### src/rtl/decryption_pkg.sv
// Shared constants and encodings for the decryption front-end.
// Select codes, token value and FIFO entry geometry.
package decryption_pkg;

  localparam int D_WIDTH = 8;
  localparam logic [D_WIDTH-1:0] START_DECRYPTION_TOKEN = 8'hFA;

  localparam int TAG_W   = 2;
  localparam int ENTRY_W = D_WIDTH + TAG_W;

  typedef enum logic [1:0] {
    SEL_CAESAR  = 2'd0,
    SEL_SCYTALE = 2'd1,
    SEL_ZIGZAG  = 2'd2,
    SEL_INVALID = 2'd3
  } sel_e;

  typedef enum logic {
    ST_IDLE = 1'b0,
    ST_MSG  = 1'b1
  } msg_state_e;

endpackage

### src/rtl/sync_fifo.sv
// Single-clock FIFO with occupancy count.
// Push is ignored when full, pop is ignored when empty.
module sync_fifo #(
  parameter int WIDTH = 10,
  parameter int DEPTH = 64
) (
  input  logic                     clk,
  input  logic                     rst_n,
  input  logic                     push_i,
  input  logic                     pop_i,
  input  logic [WIDTH-1:0]         wdata_i,
  output logic [WIDTH-1:0]         rdata_o,
  output logic                     full_o,
  output logic                     empty_o,
  output logic [$clog2(DEPTH):0]   count_o
);

  localparam int AW = $clog2(DEPTH);
  localparam int CW = AW + 1;

  logic [WIDTH-1:0] mem_q [DEPTH];
  logic [AW-1:0]    wr_ptr_q, wr_ptr_d;
  logic [AW-1:0]    rd_ptr_q, rd_ptr_d;
  logic [CW-1:0]    count_q, count_d;
  logic             do_push, do_pop;

  assign full_o  = (count_q == CW'(DEPTH));
  assign empty_o = (count_q == '0);
  assign count_o = count_q;
  assign rdata_o = mem_q[rd_ptr_q];

  assign do_push = push_i && !full_o;
  assign do_pop  = pop_i && !empty_o;

  // Pointer and occupancy next-state.
  always_comb begin
    wr_ptr_d = wr_ptr_q;
    rd_ptr_d = rd_ptr_q;
    count_d  = count_q;
    if (do_push) wr_ptr_d = wr_ptr_q + AW'(1);
    if (do_pop)  rd_ptr_d = rd_ptr_q + AW'(1);
    unique case ({do_push, do_pop})
      2'b10:   count_d = count_q + CW'(1);
      2'b01:   count_d = count_q - CW'(1);
      default: count_d = count_q;
    endcase
  end

  // Storage array; contents are don't-care until written.
  always_ff @(posedge clk) begin
    if (do_push) mem_q[wr_ptr_q] <= wdata_i;
  end

  // Pointer and count registers.
  always_ff @(posedge clk or negedge rst_n) begin
    if (!rst_n) begin
      wr_ptr_q <= '0;
      rd_ptr_q <= '0;
      count_q  <= '0;
    end else begin
      wr_ptr_q <= wr_ptr_d;
      rd_ptr_q <= rd_ptr_d;
      count_q  <= count_d;
    end
  end

endmodule

### src/rtl/decryption_dispatcher.sv
// Binds each message to an engine, buffers it, and forwards
// characters one per cycle while the target engine is idle.
module decryption_dispatcher #(
  parameter int D_WIDTH = decryption_pkg::D_WIDTH,
  parameter int FIFO_DEPTH = 64,
  parameter logic [D_WIDTH-1:0] START_DECRYPTION_TOKEN =
    decryption_pkg::START_DECRYPTION_TOKEN
) (
  input  logic               clk,
  input  logic               rst_n,
  input  logic [D_WIDTH-1:0] data_i,
  input  logic               valid_i,
  input  logic [1:0]         select,
  input  logic               busy0_i,
  input  logic               busy1_i,
  input  logic               busy2_i,
  output logic               ready_o,
  output logic               overflow_o,
  output logic [D_WIDTH-1:0] data0_o,
  output logic [D_WIDTH-1:0] data1_o,
  output logic [D_WIDTH-1:0] data2_o,
  output logic               valid0_o,
  output logic               valid1_o,
  output logic               valid2_o
);

  import decryption_pkg::*;

  localparam int EW = D_WIDTH + TAG_W;
  localparam int CW = $clog2(FIFO_DEPTH) + 1;

  msg_state_e state_q, state_d;
  sel_e       sel_lock_q, sel_lock_d;
  logic       guard_q, guard_d;
  logic       ovf_q, ovf_d;

  logic [D_WIDTH-1:0] d0_q, d0_d, d1_q, d1_d, d2_q, d2_d;
  logic [2:0]         v_q, v_d;

  sel_e               eff_sel;
  logic               is_tok, discard, push, drop, accepted;
  logic [EW-1:0]      wr_entry, head;
  logic [1:0]         head_tag;
  logic [D_WIDTH-1:0] head_ch;
  logic               head_busy, pop;
  logic               fifo_full, fifo_empty;
  logic [CW-1:0]      fifo_count;

  assign eff_sel  = (state_q == ST_MSG) ? sel_lock_q : sel_e'(select);
  assign is_tok   = (data_i == START_DECRYPTION_TOKEN);
  assign discard  = valid_i && (eff_sel == SEL_INVALID);
  assign push     = valid_i && !discard && ready_o;
  assign drop     = valid_i && !discard && fifo_full;
  assign accepted = discard || push;
  assign wr_entry = {eff_sel, data_i};

  assign ready_o  = (fifo_count < CW'(FIFO_DEPTH));

  sync_fifo #(
    .WIDTH (EW),
    .DEPTH (FIFO_DEPTH)
  ) u_fifo (
    .clk     (clk),
    .rst_n   (rst_n),
    .push_i  (push),
    .pop_i   (pop),
    .wdata_i (wr_entry),
    .rdata_o (head),
    .full_o  (fifo_full),
    .empty_o (fifo_empty),
    .count_o (fifo_count)
  );

  assign head_tag = head[EW-1 -: TAG_W];
  assign head_ch  = head[D_WIDTH-1:0];

  // Busy of the engine that owns the head entry.
  always_comb begin
    head_busy = 1'b0;
    unique case (head_tag)
      2'd0:    head_busy = busy0_i;
      2'd1:    head_busy = busy1_i;
      2'd2:    head_busy = busy2_i;
      default: head_busy = 1'b0;
    endcase
  end

  assign pop     = !fifo_empty && !head_busy && !guard_q;
  assign guard_d = pop && (head_ch == START_DECRYPTION_TOKEN);
  assign ovf_d   = ovf_q || drop;

  // Message binding: lock select on first char, release on token.
  always_comb begin
    state_d    = state_q;
    sel_lock_d = sel_lock_q;
    unique case (state_q)
      ST_IDLE: begin
        if (accepted) begin
          sel_lock_d = sel_e'(select);
          state_d    = is_tok ? ST_IDLE : ST_MSG;
        end
      end
      ST_MSG: begin
        if (accepted && is_tok) state_d = ST_IDLE;
      end
      default: state_d = ST_IDLE;
    endcase
  end

  // Steer the popped character to its engine, zero elsewhere.
  always_comb begin
    d0_d = '0;
    d1_d = '0;
    d2_d = '0;
    v_d  = '0;
    if (pop) begin
      unique case (head_tag)
        2'd0: begin
          d0_d   = head_ch;
          v_d[0] = 1'b1;
        end
        2'd1: begin
          d1_d   = head_ch;
          v_d[1] = 1'b1;
        end
        2'd2: begin
          d2_d   = head_ch;
          v_d[2] = 1'b1;
        end
        default: v_d = '0;
      endcase
    end
  end

  // Control state and output registers.
  always_ff @(posedge clk or negedge rst_n) begin
    if (!rst_n) begin
      state_q    <= ST_IDLE;
      sel_lock_q <= SEL_CAESAR;
      guard_q    <= 1'b0;
      ovf_q      <= 1'b0;
      d0_q       <= '0;
      d1_q       <= '0;
      d2_q       <= '0;
      v_q        <= '0;
    end else begin
      state_q    <= state_d;
      sel_lock_q <= sel_lock_d;
      guard_q    <= guard_d;
      ovf_q      <= ovf_d;
      d0_q       <= d0_d;
      d1_q       <= d1_d;
      d2_q       <= d2_d;
      v_q        <= v_d;
    end
  end

  assign overflow_o = ovf_q;
  assign data0_o    = d0_q;
  assign data1_o    = d1_q;
  assign data2_o    = d2_q;
  assign valid0_o   = v_q[0];
  assign valid1_o   = v_q[1];
  assign valid2_o   = v_q[2];

endmodule

### config.mk
export PLATFORM = sky130hd
export DESIGN_NAME = decryption_dispatcher
export DESIGN_NICKNAME = d
export VERILOG_FILES = /design/src/rtl/decryption_pkg.sv /design/src/rtl/sync_fifo.sv /design/src/rtl/decryption_dispatcher.sv
export SDC_FILE = /design/constraint.sdc
export NUM_CORES = 1
export LEC_CHECK = 0
export ABC_AREA = 1
export ABC_CLOCK_PERIOD_IN_PS = 6600
export CORE_MARGIN = 2
export CORE_UTILIZATION = 60
export CTS_BUF_LIST = sky130_fd_sc_hd__clkbuf_16
export DETAILED_ROUTE_END_ITERATION = 10
export HOLD_SLACK_MARGIN = 0.15
export PLACE_DENSITY = 0.77
export SETUP_SLACK_MARGIN = 0.02
export SLEW_MARGIN = 20
export SYNTH_ARGS = -nofsm -noshare
export SYNTH_HDL_FRONTEND = slang
export SYNTH_SLANG_ARGS = --single-unit
### constraint.sdc
create_clock -name clk -period 6.6 [get_ports clk]
set_input_delay 1.32 -clock clk [delete_from_list [all_inputs] [get_ports clk]]
set_output_delay 1.32 -clock clk [all_outputs]
set_load 0.03 [all_outputs]
==> flow_summary.toml <==
[run_status]
status = "finished, final reports clean"

[clocking]
ctsRootBufferMaster = "clkbuf_16"
clock_latency_ps = 590
cts_tree = "yes"
post_cts_buffers = 0
clk_path_buf_depth = 3
cts.clk_slew.worst_paths_ps = 60
cts_hold_buf = 0
cts_buffers = 70
post_cts_resized = 0
cts_sinks = 691
h-tree-depth = 3

[synthesis]
synth_compound_area_share_pct = 9.53
syn_inst = 2294
ys_seq_area_share_pct = 73.3
syn_area_per_cell_sq_um = 12.2
ys_ff_latch = 691
synth_ff_type = "edfxtp_1"
synth_top_area_share_pct = 68.7
synth_fp_nets = 2319
yosys.area_share.simple_pct = 12.8
async_flop_share_pct = 7.38
synthAdderAreaFrac_pct = 0.430
synth_edf_count = 640
synth_top_cell_by_area = "edfxtp_1"
synthesis.area_sq_um = 28000
muxShareOfSynthArea_pct = 0
synth.area.top_cells = "edfxtp_1 (69%), nor2_1 (6.3%), o21ai_0 (5.2%)"
synth_xor_area_share_pct = 0.313
synth_top_family_by_area = "simple AND/OR/NAND/NOR gates"
synth_cell_types = 35
ys_warn_count = 0

[global_route]
grt_usage_pct = 28.0
grt_overflow = 0
grt_pass1_vias = 17400
grt_pass1_wl_um = 101000
antenna_found_initial = 0
grt_max_degree = 171

[route]
dr.pass1.iters = 6
vias = 18100
drc = 0
via_per_inst = 6.10
drtAntennaViolNets = 0
drt_iter0_drc = 2511
wl_per_cell_um = 22.5
wirelength_um = 66900

[pwr]
power.internal_mw = 8.40
p_sw_mw = 5.12
vdd_drop_max_uv = 294
p_leak_nw = 10.7
p_seq_share_pct = 37.9
powerDensity_nw_per_um2 = 438
combPwrFrac_pct = 35.0
switching_share_pct = 37.9
total_power_mw = 13.5
p_clk_share_pct = 27.2

[setup_path]
crit_slowest_cell = "inv_6"
worstPathRequired_ps = 7060
cpPeakStageDelay_ps = 680
crit_path_max_fanout = 123
cpMostUsedCell = "nand2_1"
critPathLaunchType = "register"
crit_arrival_ps = 5640
path_class = "reg -> reg"
path_cells = "inv_6 -> buf_4 -> o21ai_0 -> a21oi_1 -> nor2_1 -> nand2_1 -> nand3_1 -> nand2_1 -> inv_2 -> nand2_1 -> nand4_4 -> inv_1 -> ha_1 -> ha_1 -> a21oi_1 -> o21bai_1 -> nand2_1 -> nand2_1 -> a21oi_1 -> inv_1 -> a21oi_1 -> o21ai_0 -> xor2_1"
critical_path.endpoint_type = "register"

[layout]
layout_common_cells = "edfxtp_1 (640), nor2_1 (469), o21ai_0 (288)"
drive_above_1_share_pct = 6.73
syn_to_final_growth_pct = 10.4
fill_cells = 3243
antenna_cells = 0
layout.nets = 2338
stdcell_area_sq_um = 30900
final_common_cell = "edfxtp_1"
seqCellArea_sq_um = 20500
multi_input_area_sq_um = 6480
final_util_pct = 66.7

[sta]
fin_crit_sh_pct = 78.5
fin_setup_tns_ps = 0
max_freq_mhz = 193
skew_ps = 16.4
worst_pin_slew_ps = 1170
period_minus_slack_ps = 5180
setup_viol = 0
rsz0062_at_grt = "false"
report.final.hold_viol_count = 0
maxSlewViolCount = 0
fin_ws_ps = 1420
slew_headroom_pct = 21.9

[floorplan]
std_cell_rows = 79
chipWidth_um = 220
start_util_pct = 60.4
core_sq_um = 46300
io_pins = 45
dieArea_sq_um = 48300
die_h_um = 220

[place]
hpwlAfterDp_um = 39700
finalWeightedCongestion = 0.922
io_buffers = 44
placed_cell_area_sq_um = 28700
pre_cts_ws_ps = 1560

[worst_hold_path]
hold_path_class = "reg -> reg"

[job]
maxCapViolCount = 0
-- critical path: cells and delay by family, from the launching register on --
kind            cells  cell delay (ps)
buf+inv             5             1370
simple gates        8             1050
compound gates      7              960
fa+ha+maj           2              700
flops               1              660
xor+xnor            1              160
-- power groups by stage --
stage | clock network, mW | registers (mW) | logic [mW]
finish | 3.67 | 5.12 | 4.73
global route | 3.88 | 5.14 | 5.17
CTS | 3.70 | 5.12 | 4.67
detailed placement | 0 | 5.21 | 4.65
global placement | 0 | 5.20 | 4.55
floorplan | 0 | 5.19 | 3.34
-- sequential cells by signal (all words and copies together) (netlist names), named ones only --
name             count
u_fifo.count_o       7
u_fifo.rd_ptr_q      6
data2_o              8
guard_q              1
u_fifo.wr_ptr_q      6
data0_o              8
sel_lock_q           2
overflow_o           1
v_q                  3
u_fifo.mem_q       640
data1_o              8
-- cells in the mapped netlist, types with 39 or more instances --
| master | number |
|---|---|
| nor2_1 | 470 |
| inv_1 | 73 |
| a21oi_1 | 48 |
| edfxtp_1 | 640 |
| buf_2 | 41 |
| o211ai_1 | 60 |
| nand3_1 | 126 |
| o21ai_0 | 290 |
| clkbuf_1 | 50 |
| o22ai_1 | 39 |
| dfrtp_1 | 51 |
| nand2_1 | 285 |
-- logic make-up (layout without fill, tap and decap cells) --
group,Yosys count,after routing
and+or+nand+nor,897,897
DFF,691,691
AOI/OAI and AO/OA,475,475
buffers and inverters,212,280
xor gates and xnor gates,10,10
adders and majority gates,9,9
-- final timing paths --
check	startpoint	end	slack, ps	depth (start not counted)
worst max-delay path	u_fifo.rd_ptr_q[0]	u_fifo.count_o[6]	1420	23
worst min-delay path	overflow_o	overflow_o	480	2
worst max register to register	u_fifo.rd_ptr_q[0]	u_fifo.count_o[6]	1420	23
worst min register to register	overflow_o	overflow_o	480	2
max in group asynchronous	rst_n	u_fifo.rd_ptr_q[0]	5240	2
min in group asynchronous	rst_n	data2_o[3]	850	2
-- routing by layer --
layer	GRT usage [%]	share of wire, %	vias to the layer above	wire length, um
met3	4.28	9.5	146	6360
met4	12.4	4.0	0	2690
li1	-	-	8182	-
met5	0	0	-	0
met2	45.9	49	1036	32600
met1	37.5	38	8756	25300
-- layout make-up --
cell class                 count  area share, %
multi-input combinational   1391           21.0
clock inverter                47          0.868
inverter                      79          0.977
sequential                   691           66.5
timing repair buffer          80           2.24
clock buffer                  74           6.00
tap                          607           2.46
-- metrics by stage --
stage	hold slack (ps)	cells
2_1_floorplan	453	2294
3_3_place_gp	451	2847
3_5_place_dp	465	2847
4_1_cts	479	2968
5_1_grt	522	2969
6_report	483	2969
No activity file was read; power rests on OpenSTA's default activity.
